`config.mk`:
```
export PLATFORM = sky130hd
export DESIGN_NAME = rom_port_arbiter
export DESIGN_NICKNAME = d
export VERILOG_FILES = /design/src/rtl/rom_port_arbiter.sv
export SDC_FILE = /design/constraint.sdc
export NUM_CORES = 1
export LEC_CHECK = 0
export ABC_AREA = 1
export CAP_MARGIN = 20
export CORE_MARGIN = 10
export CORE_UTILIZATION = 33
export DETAILED_ROUTE_END_ITERATION = 10
export GPL_ROUTABILITY_DRIVEN = 1
export GPL_TIMING_DRIVEN = 0
export PLACE_DENSITY = 0.94
export REMOVE_ABC_BUFFERS = 1
export SLEW_MARGIN = 20
export SYNTH_ARGS = -nofsm -noshare
export SYNTH_HDL_FRONTEND = slang
export SYNTH_SLANG_ARGS = --single-unit
```
`constraint.sdc`:
```
create_clock -name clk -period 2.1 [get_ports clk]
set_clock_uncertainty 0.1 [all_clocks]
set_input_delay 0.315 -clock clk [delete_from_list [all_inputs] [get_ports clk]]
set_output_delay 0.315 -clock clk [all_outputs]
set_load 0.005 [all_outputs]
```
`src/rtl/rom_port_arbiter.sv`:
```
// Round-robin arbiter sharing the even/odd byte-bank ROM between fetch (F) and data (D) ports.
// Optional ROM_RANGE_CHECK_EN builds the per-request address range check and error response.
module rom_port_arbiter #(
  parameter int          SIZE    = 2048,
  parameter logic [15:0] ROMBASE = 16'h4000
) (
  input  logic        clk,
  input  logic        reset,
  input  logic        f_req,
  input  logic [15:0] f_addr,
  output logic        f_gnt,
  output logic        f_rvalid,
  output logic [15:0] f_rdata,
  output logic        f_err,
  input  logic        d_req,
  input  logic [15:0] d_addr,
  output logic        d_gnt,
  output logic        d_rvalid,
  output logic [15:0] d_rdata,
  output logic        d_err,
  output logic [14:0] read_addr_even,
  output logic [14:0] read_addr_odd,
  input  logic [7:0]  read_data_even,
  input  logic [7:0]  read_data_odd
);

  typedef enum logic {OWN_F = 1'b0, OWN_D = 1'b1} owner_e;

  owner_e      last_q, last_d;
  logic        f_vld_q, f_vld_d;
  logic        d_vld_q, d_vld_d;
  logic        lsb_q, lsb_d;
  logic [15:0] gnt_addr;
  logic [14:0] idx;
  logic [15:0] lane;
  logic [15:0] resp;

  // On a tie the requester that did not win last time gets the port.
  always_comb begin
    f_gnt = 1'b0;
    d_gnt = 1'b0;
    if (!reset) begin
      if (f_req && d_req) begin
        f_gnt = (last_q == OWN_D);
        d_gnt = (last_q == OWN_F);
      end else begin
        f_gnt = f_req;
        d_gnt = d_req;
      end
    end
  end

  assign gnt_addr       = d_gnt ? d_addr : f_addr;
  assign idx            = gnt_addr[15:1];
  assign read_addr_odd  = idx;
  assign read_addr_even = gnt_addr[0] ? idx + 15'd1 : idx;

  always_comb begin
    last_d  = last_q;
    f_vld_d = f_gnt;
    d_vld_d = d_gnt;
    lsb_d   = lsb_q;
    if (f_gnt || d_gnt) begin
      last_d = d_gnt ? OWN_D : OWN_F;
      lsb_d  = gnt_addr[0];
    end
  end

  always_ff @(posedge clk) begin
    if (reset) begin
      last_q  <= OWN_D;
      f_vld_q <= 1'b0;
      d_vld_q <= 1'b0;
      lsb_q   <= 1'b0;
    end else begin
      last_q  <= last_d;
      f_vld_q <= f_vld_d;
      d_vld_q <= d_vld_d;
      lsb_q   <= lsb_d;
    end
  end

  // Reset in the response cycle kills the response of the previous grant.
  assign f_rvalid = f_vld_q & ~reset;
  assign d_rvalid = d_vld_q & ~reset;

  // An odd address puts its low byte in the odd bank and its high byte in the even bank.
  assign lane = lsb_q ? {read_data_even, read_data_odd} : {read_data_odd, read_data_even};

`ifdef ROM_RANGE_CHECK_EN
  localparam logic [16:0] RANGE_LO = {1'b0, ROMBASE};
  localparam logic [16:0] RANGE_HI = RANGE_LO + 17'(SIZE) - 17'd1;

  logic oor, oor_q;

  assign oor = ({1'b0, gnt_addr} < RANGE_LO) || (({1'b0, gnt_addr} + 17'd1) > RANGE_HI);

  always_ff @(posedge clk) begin
    if (reset) begin
      oor_q <= 1'b0;
    end else if (f_gnt || d_gnt) begin
      oor_q <= oor;
    end
  end

  assign resp  = oor_q ? 16'hFFFF : lane;
  assign f_err = f_rvalid & oor_q;
  assign d_err = d_rvalid & oor_q;
`else
  assign resp  = lane;
  assign f_err = 1'b0;
  assign d_err = 1'b0;
`endif

  assign f_rdata = f_rvalid ? resp : 16'h0000;
  assign d_rdata = d_rvalid ? resp : 16'h0000;

endmodule

```
==> run metrics, run 1 <==
status complete, but fails checks; violated checks negative setup slack; clock root buffer clkbuf_8; most common cell after layout, fill and taps aside clkdlybuf4s50_1; gpl congestion 0.906; core area 4060 µm²; Setup Slack @ Placement -1.50 ns; final WL 7860 µm; Fin Setup TNS -2.32 ns; crit path launch type flip-flop; most frequent cells in the layout clkdlybuf4s50_1, nand2_1, nor2_1; Synth Register Bits 4; capture point of the critical path read_addr_even[10]; syn avg cell area 5.27 µm²; Post-Place Cells 410; worst path bufs/invs 2; Net Switching 366 µW; CP peak stage delay 0.41 ns; Final Power 907 µW; clock slew at reported path FFs 0.03 ns; die width 85.3 µm; Post-CTS Hold Fix Bufs 0; sequential cell fraction of total power 10.2%; design area 3120 µm²; PD cells 290 nW/µm²; Seq/Total Area, Yosys 5.69%; cell area after synthesis 1410 µm²; Worst-Skew Late Latency 0.22 ns; Slew Viols, Final 0; drt initial violations 92; static leakage 1.79 nW; number of CTS-inserted buffers 3; Int Pwr 540 µW; site row count 23; I/O pins 120; min Tclk post-route 2.33 ns; nets@finish 468; R2R depth 8; clock sinks 4; Achievable Freq 430 MHz; Syn. warnings 0; Final Util 76.9%; DPL Wire Length 5080 µm; Hold Fails Final Rpt 0; delay-heaviest family, CP simple AND/OR/NAND/NOR gates; Gate power share 72.1%; unrepaired setup endpoints after global routing yes; initial antenna violation count 0; ANT nets after route 0; DRT Pass-1 Iters 4; Max-Cap Viols 0; critical path required time 1.68 ns; Worst R2R Start last_q$_SDFFE_PP1P_; Final WS setup -0.226 ns; worst path cell trace nand2_8 > nand3_4 > nand2_2 > nand2_4 > nand3_4 > nor2_8 > buf_4 > nand2_4 > o21ai_2 > nand2_1 > buf_2; period utilization 111%; Crit. End Element output port; post-route insts no fill 464; Initial Util 34.7%; antenna diode count 0; Vias 2233; Synth Instances 267; Max IR drop VDD 0.402 mV; layout cell share with drive strength beyond 1 31.2%; full die area 7280 µm²; RR Endpoint lsb_q$_SDFFE_PP0P_; vias in the first global route 2263; Tot GR Track Use 19.6%; first-pass GRT wire length 11800 µm; placed cell area 2460 µm²; Area Overhead vs Synth 122%; critical path depth 11; hold slack 0.277 ns; CP max-delay cell dfxtp_4; Routed WL per cell 16.9 µm; H-tree depth 1; vias per inst 4.81; crit path DAT 1.91 ns; pin count of the biggest net entering global routing 18; grt ovf 0; DRC 0; Setup Crit Path Kind reg -> out; Switching Share 40.4%; Setup crit start last_q$_SDFFE_PP1P_; hold depth 2; number of distinct library cells after synthesis 27; setup slack, reg-to-reg 0.60 ns; Clock power frac 17.7%; TritonCTS clock tree built; CTS Buffer Depth 2; Hold/Removal Path Class in -> reg; maximum fanout along the worst path 5; setup violators final 15; DIE HEIGHT 85.3 µm; Buffers on Ports 117
==> layer usage <==
metal | track usage, % | wire length, µm
met3 | 4.02 | 379
met2 | 38.6 | 4300
met4 | 3.44 | 127
met1 | 20.7 | 3060
met5 | 0 | 0
==> timing repair <==
| action | 4_1_cts | 5_1_grt |
|---|---|---|
| pin swaps | 32 | 22 |
| gates resized for setup | 122 | 39 |
| gates cloned | 4 | 0 |
| setup endpoints to repair | 68 | 45 |
| setup buffers | 41 | 7 |
==> power by group through the flow <==
stage | logic [mW] | registers (mW) | clock network, mW
floorplan | 0.217 | 0.0897 | 0
detailed placement | 0.515 | 0.0923 | 0
global placement | 0.503 | 0.0922 | 0
CTS | 0.622 | 0.0903 | 0.162
global route | 0.705 | 0.0933 | 0.170
finish | 0.654 | 0.0928 | 0.160
==> synth_stat cells <==
cell type  count  area, µm²
nand2_1       68        255
nor2_1        46        173
inv_1         39        146
o21ai_0       22        110
buf_4         19        143
nand3_1       15       75.1
nand2_2       11       68.8
nand2_4        6       67.6
nand4_1        6       37.5
clkbuf_1       4       15.0
dfxtp_1        4       80.1
nand3_2        4       40.0
xor2_1         3       26.3
a21oi_1        2       10.0
buf_6          2       22.5
inv_2          2       7.51
nand3_4        2       35.0
nor2_2         2       12.5
o21ai_1        2       10.0
and2_1         1       6.26
clkinv_1       1       3.75
conb_1         1       3.75
nor2_4         1       11.3
nor2_8         1       20.0
nor3_1         1       5.00
nor3_4         1       16.3
or2_2          1       6.26
==> final cells by class <==
| type | instances | area [µm²] |
|---|---|---|
| Clock buffer | 3 | 41.3 |
| Fill cell | 302 | 936 |
| Inverter | 42 | 169 |
| Multi-Input combinational cell | 201 | 1200 |
| Sequential cell | 4 | 87.6 |
| Tap cell | 50 | 62.6 |
| Timing Repair Buffer | 164 | 1560 |
==> how the worst min path moves through the flow <==
| stage | endpoint | startpoint |
|---|---|---|
| 5_1_grt | f_vld_q$_SDFF_PP0_ | reset |
| 3_5_place_dp | last_q$_SDFFE_PP1P_ | last_q$_SDFFE_PP1P_ |
| 2_1_floorplan | f_vld_q$_SDFF_PP0_ | reset |
| 4_1_cts | f_vld_q$_SDFF_PP0_ | reset |
| 3_3_place_gp | last_q$_SDFFE_PP1P_ | last_q$_SDFFE_PP1P_ |
| 6_report | f_vld_q$_SDFF_PP0_ | reset |
==> state kept, by name, summed over array words and instances (netlist names) <==
register  count
f_vld_q       1
lsb_q         1
d_vld_q       1
last_q        1
==> kinds of logic (layout without fill, tap and decap cells) <==
family	after synthesis	in the layout	share of synthesized area [%]
buffers and inverters	67	209	24.0
other	1	2	0.266
and+or+nand+nor	166	170	58.9
AOI/OAI and AO/OA	26	26	9.24
xor gates and xnor gates	3	3	1.87
DFF	4	4	5.69
Power figures use the tool's default switching activity.
==> run 2, diff against run 1 <==
REMOVE_ABC_BUFFERS = unset   (was 1)
==> run metrics, run 2 (synthesis results as in run 1) <==
Tot GR Track Use 18.8%; I/O pins 120; Final Power 911 µW; placed cell area 2650 µm²; CTS Buffer Depth 2; nets@finish 469; DRT Pass-1 Iters 4; clock slew at reported path FFs 0.03 ns; grt ovf 0; violated checks negative setup slack; Setup crit start last_q$_SDFFE_PP1P_; critical path required time 1.68 ns; full die area 7280 µm²; unrepaired setup endpoints after global routing yes; Setup Crit Path Kind reg -> out; Initial Util 34.7%; core area 4060 µm²; fillers 296; Int Pwr 537 µW; Crit. End Element output port; drt initial violations 166; TritonCTS clock tree built; vias per inst 4.92; antenna diode count 0; PD cells 298 nW/µm²; site row count 23; setup violators final 17; Hold Fails Final Rpt 0; DRC 0; Final WS setup -0.185 ns; first-pass GRT wire length 11400 µm; initial antenna violation count 0; Buffers on Ports 117; die width 85.3 µm; static leakage 1.65 nW; H-tree depth 1; gpl congestion 0.855; min-delay src reset; Net Switching 374 µW; Worst R2R Start last_q$_SDFFE_PP1P_; Fin Setup TNS -1.78 ns; vias in the first global route 2258; period utilization 109%; Gate power share 71.2%; Slew Viols, Final 0; design area 3050 µm²; Worst-Skew Late Latency 0.23 ns; Area Overhead vs Synth 117%; final WL 7890 µm; clock sinks 4; status complete, but fails checks; Clock power frac 19.0%; pin count of the biggest net entering global routing 11; min Tclk post-route 2.29 ns; Setup Slack @ Placement -0.941 ns; sequential cell fraction of total power 9.9%; Switching Share 41.0%; crit path DAT 1.87 ns; DIE HEIGHT 85.3 µm; most common cell after layout, fill and taps aside clkdlybuf4s50_1; Max IR drop VDD 0.239 mV; Max-Cap Viols 0; Routed WL per cell 17.0 µm; layout cell share with drive strength beyond 1 33.7%; DPL Wire Length 5520 µm; Vias 2288; Post-CTS Hold Fix Bufs 0; clock root buffer clkbuf_8; crit path launch type flip-flop; Hold/Removal Path Class in -> reg; Achievable Freq 438 MHz; maximum fanout along the worst path 10; ANT nets after route 0; number of CTS-inserted buffers 3; most frequent cells in the layout clkdlybuf4s50_1, nand2_1, nor2_1
==> run 2: cell types whose count changed in the layout (fill, tap and decap cells not counted), sizes merged <==
cell           before  now
nor2               50   51
dlymetal6s2s       18    8
clkinvlp            1    0
clkdlybuf4s15       3    2
buf                61   65
dlygate4sd2         2    7
clkdlybuf4s50      78   82
clkbuf              5    7
inv                40   41
nand3              24   21
nand2              86   85
==> run 2: layer usage <==
layer / track usage (%) / part of all wire [%]
met1: 19.7 / 37
met2: 34.5 / 52
met5: 0 / 0
met3: 5.35 / 7.6
met4: 6.44 / 3.2
==> run 2: critical path: stages (launching register included) <==
cell and delay [ns]:
dfxtp_4 0.34, nand2_4 0.09, buf_6 0.15, nand3_1 0.14, nand2_4 0.15, nand2_8 0.10
nor3_4 0.23, buf_4 0.15, nand4_1 0.11, nand2_1 0.07, buf_2 0.11
==> run 2: final timing paths <==
check        slack (ns)  cells past startpoint             endpoint
min                0.26                      2   f_vld_q$_SDFF_PP0_
max reg2reg        0.70                      8   lsb_q$_SDFFE_PP0P_
min reg2reg        0.49                      3  last_q$_SDFFE_PP1P_
max               -0.19                     10   read_addr_even[12]
==> run 2: timing repair <==
item / CTS / global route
setup buffers: 20 / 6
gates cloned: 3 / 0
pin swaps: 31 / 18
setup endpoints to repair: 66 / 49
gates resized for setup: 140 / 30
==> run 2: stage by stage <==
step           instances  util, %  hold WS, ns
6_report             465     75.2        0.263
5_1_grt              465     75.2        0.281
4_1_cts              461     73.0        0.264
3_5_place_dp         435     65.2        0.383
3_3_place_gp         435     65.2        0.368
2_1_floorplan        268        -        0.287
==> run 2: power by group through the flow <==
stage          Clock, mW  Sequential (mW)  Combinational [mW]
2_1_floorplan          0           0.0868               0.266
3_3_place_gp           0           0.0882               0.557
3_5_place_dp           0           0.0886               0.568
4_1_cts            0.166           0.0894               0.614
5_1_grt            0.178           0.0903               0.699
6_report           0.173           0.0899               0.648
==> run 2: layout make-up <==
| cell class | instances | area, µm² | area share [%] |
|---|---|---|---|
| Buffer | 25 | 206 | 6.76 |
| Sequential cell | 4 | 87.6 | 2.87 |
| Multi-Input combinational cell | 198 | 1180 | 38.7 |
| Timing Repair Buffer | 143 | 1310 | 42.9 |
| Clock buffer | 3 | 41.3 | 1.35 |
| Inverter | 42 | 164 | 5.37 |
| Tap cell | 50 | 62.6 | 2.05 |
==> run 3, diff against run 2 <==
ABC_AREA = 0   (was 1)
CORE_UTILIZATION = 31   (was 33)
CTS_BUF_LIST = sky130_fd_sc_hd__clkbuf_4   (was unset)
PLACE_DENSITY = 0.93   (was 0.94)
==> run metrics, run 3 <==
initial antenna violation count 0; full die area 7050 µm²; Post-Synth Simple-Gate Area 40.0%; Top cell by count, worst path buf_4; DIE HEIGHT 84.0 µm; core area 3970 µm²; worst path bufs/invs 4; Top Layer Used met4; Area Overhead vs Synth 157%; H-tree depth 1; Synth Register Bits 4; grt ovf 0; clock root buffer clkbuf_4; Hold Fails Final Rpt 0; CP peak stage delay 0.34 ns; Seq/Total Area, Yosys 6.31%; CP max-delay cell dfxtp_2; static leakage 1.53 nW; violated checks negative setup slack; vias per inst 4.96; DRT Pass-1 Iters 4; most frequent cells in the layout clkdlybuf4s50_1, buf_4, nor2_1; Worst-Skew Late Latency 0.23 ns; clock sinks 4; met2 WL 3870 µm; TritonCTS clock tree built; site row count 23; Post-CTS Hold Fix Bufs 0; Final WS setup -0.195 ns; number of CTS-inserted buffers 3; layout cell share with drive strength beyond 1 45.9%; Adder-Cell Fraction of Synth Area 0%; pin count of the biggest net entering global routing 11; final WL 7470 µm; Achievable Freq 436 MHz; met3 wire length 740 µm; metal1 wirelength 2760 µm; unrepaired setup endpoints after global routing yes; Routed WL per cell 18.0 µm; Crit. End Element output port; DPL Wire Length 5130 µm; die width 84.0 µm; worst path cell trace nand2_4 > nand2_8 > inv_8 > buf_4 > nor4b_4 > buf_4 > o21ai_1 > nor2_1 > xor2_1 > buf_2; vias in the first global route 2102; Tot GR Track Use 17.6%; hold slack 0.203 ns; Max-Cap Viols 0; post-synthesis mux area share 18.2%; maximum fanout along the worst path 4; DRC 0; Vias 2065; Post-synth top cells nand2_1, nor2_1, mux2i_1, buf_4; syn avg cell area 6.19 µm²; ANT nets after route 0; setup slack, reg-to-reg 0.44 ns; Hold/Removal Path Class in -> reg; Initial Util 31.9%; top-area cell type share of the netlist area 17.4%; first-pass GRT wire length 10400 µm; CTS Buffer Depth 2; min Tclk post-route 2.30 ns; Fin Setup TNS -1.21 ns; crit path DAT 1.88 ns; cell area after synthesis 1270 µm²; period utilization 109%; Slew Viols, Final 0; most common cell in the synthesized netlist nand2_1; delay-heaviest family, CP simple AND/OR/NAND/NOR gates; Post-synth EDFFs 0; I/O pins 120; number of distinct library cells after synthesis 35; crit path launch type flip-flop; clock slew at reported path FFs 0.04 ns; gpl congestion 0.899; Synth Area in Compound Gates 7.50%; Buffers on Ports 117; most common cell after layout, fill and taps aside clkdlybuf4s50_1; status complete, but fails checks; Setup Slack @ Placement -0.984 ns; Synth Area in XOR/XNOR 10.9%; leading area contributor after synthesis mux2i_1; Max IR drop VDD 0.133 mV; Setup Crit Path Kind reg -> out; nets@finish 420; critical path required time 1.68 ns; dominant synthesized flop cell dfxtp_1; top post-synthesis cells by area mux2i_1, nand2_1, nor2_1; Post-synth ARST share 0%; setup violators final 15; drt initial violations 57; combinational family with the most area after synthesis simple AND/OR/NAND/NOR gates; Synth Instances 205; PD cells 248 nW/µm²; Syn. warnings 0; antenna diode count 0
[run 3: cell types whose count changed after synthesis, sizes merged, moves of 4 or more]
| cell | delta |
|---|---|
| nand3 | -12 |
| nand2b | +4 |
| inv | -34 |
| mux2i | +22 |
| nor2 | -10 |
| nand2 | -39 |
| xnor2 | +6 |
| xor2 | +6 |
| o21ai | -16 |
[run 3: cell families after synthesis]
group           Yosys count
buf+inv                  35
xor+xnor                 15
other cells               1
compound gates           15
mux                      23
flops                     4
simple gates            112
[run 3: repair_timing]
item                                   CTS  global route
gates resized for setup                169            83
buffers inserted                        21            20
pin swaps                               22            23
endpoints found under the hold margin    0             0
setup endpoints to repair               65            40
cloned                                   2             0
[run 3: path summary, 6_finish.rpt]
path,from,to,cells after the start
worst max register to register,last_q$_SDFFE_PP1P_,lsb_q$_SDFFE_PP0P_,11
worst max-delay path,last_q$_SDFFE_PP1P_,read_addr_even[12],10
worst min register to register,last_q$_SDFFE_PP1P_,last_q$_SDFFE_PP1P_,3
worst min-delay path,reset,lsb_q$_SDFFE_PP0P_,2
[run 3: where the power goes]
| group | internal [mW] | switching (mW) | leakage (nW) | total, mW |
|---|---|---|---|---|
| clock network | 0.0637 | 0.0279 | 0.0138 | 0.0916 |
| logic | 0.367 | 0.263 | 1.48 | 0.630 |
| registers | 0.0815 | 0.00557 | 0.0335 | 0.0871 |
[run 3: final cells by class]
| type | count | area [µm²] |
|---|---|---|
| multi-input combinational | 167 | 1320 |
| inverter | 7 | 33.8 |
| tap | 50 | 62.6 |
| timing repair buffer | 160 | 1490 |
| fill | 264 | 714 |
| sequential | 4 | 85.1 |
| buffer | 25 | 245 |
| clock buffer | 3 | 22.5 |
[run 3: routing by layer]
metal / global-route usage (%) / up-vias
li1: - / 974
met1: 17.4 / 971
met2: 33.8 / 110
met3: 6.54 / 10
met4: 3.50 / 0
met5: 0 / -
[run 3: through the flow]
step	power [mW]	utilization (%)	instance area, µm²	instances
6_report	0.809	82.0	3260	416
4_1_cts	0.705	70.8	2810	396
5_1_grt	0.859	82.0	3260	416
3_3_place_gp	0.567	63.1	2510	373
3_5_place_dp	0.577	63.1	2510	373
2_1_floorplan	0.287	-	1270	206
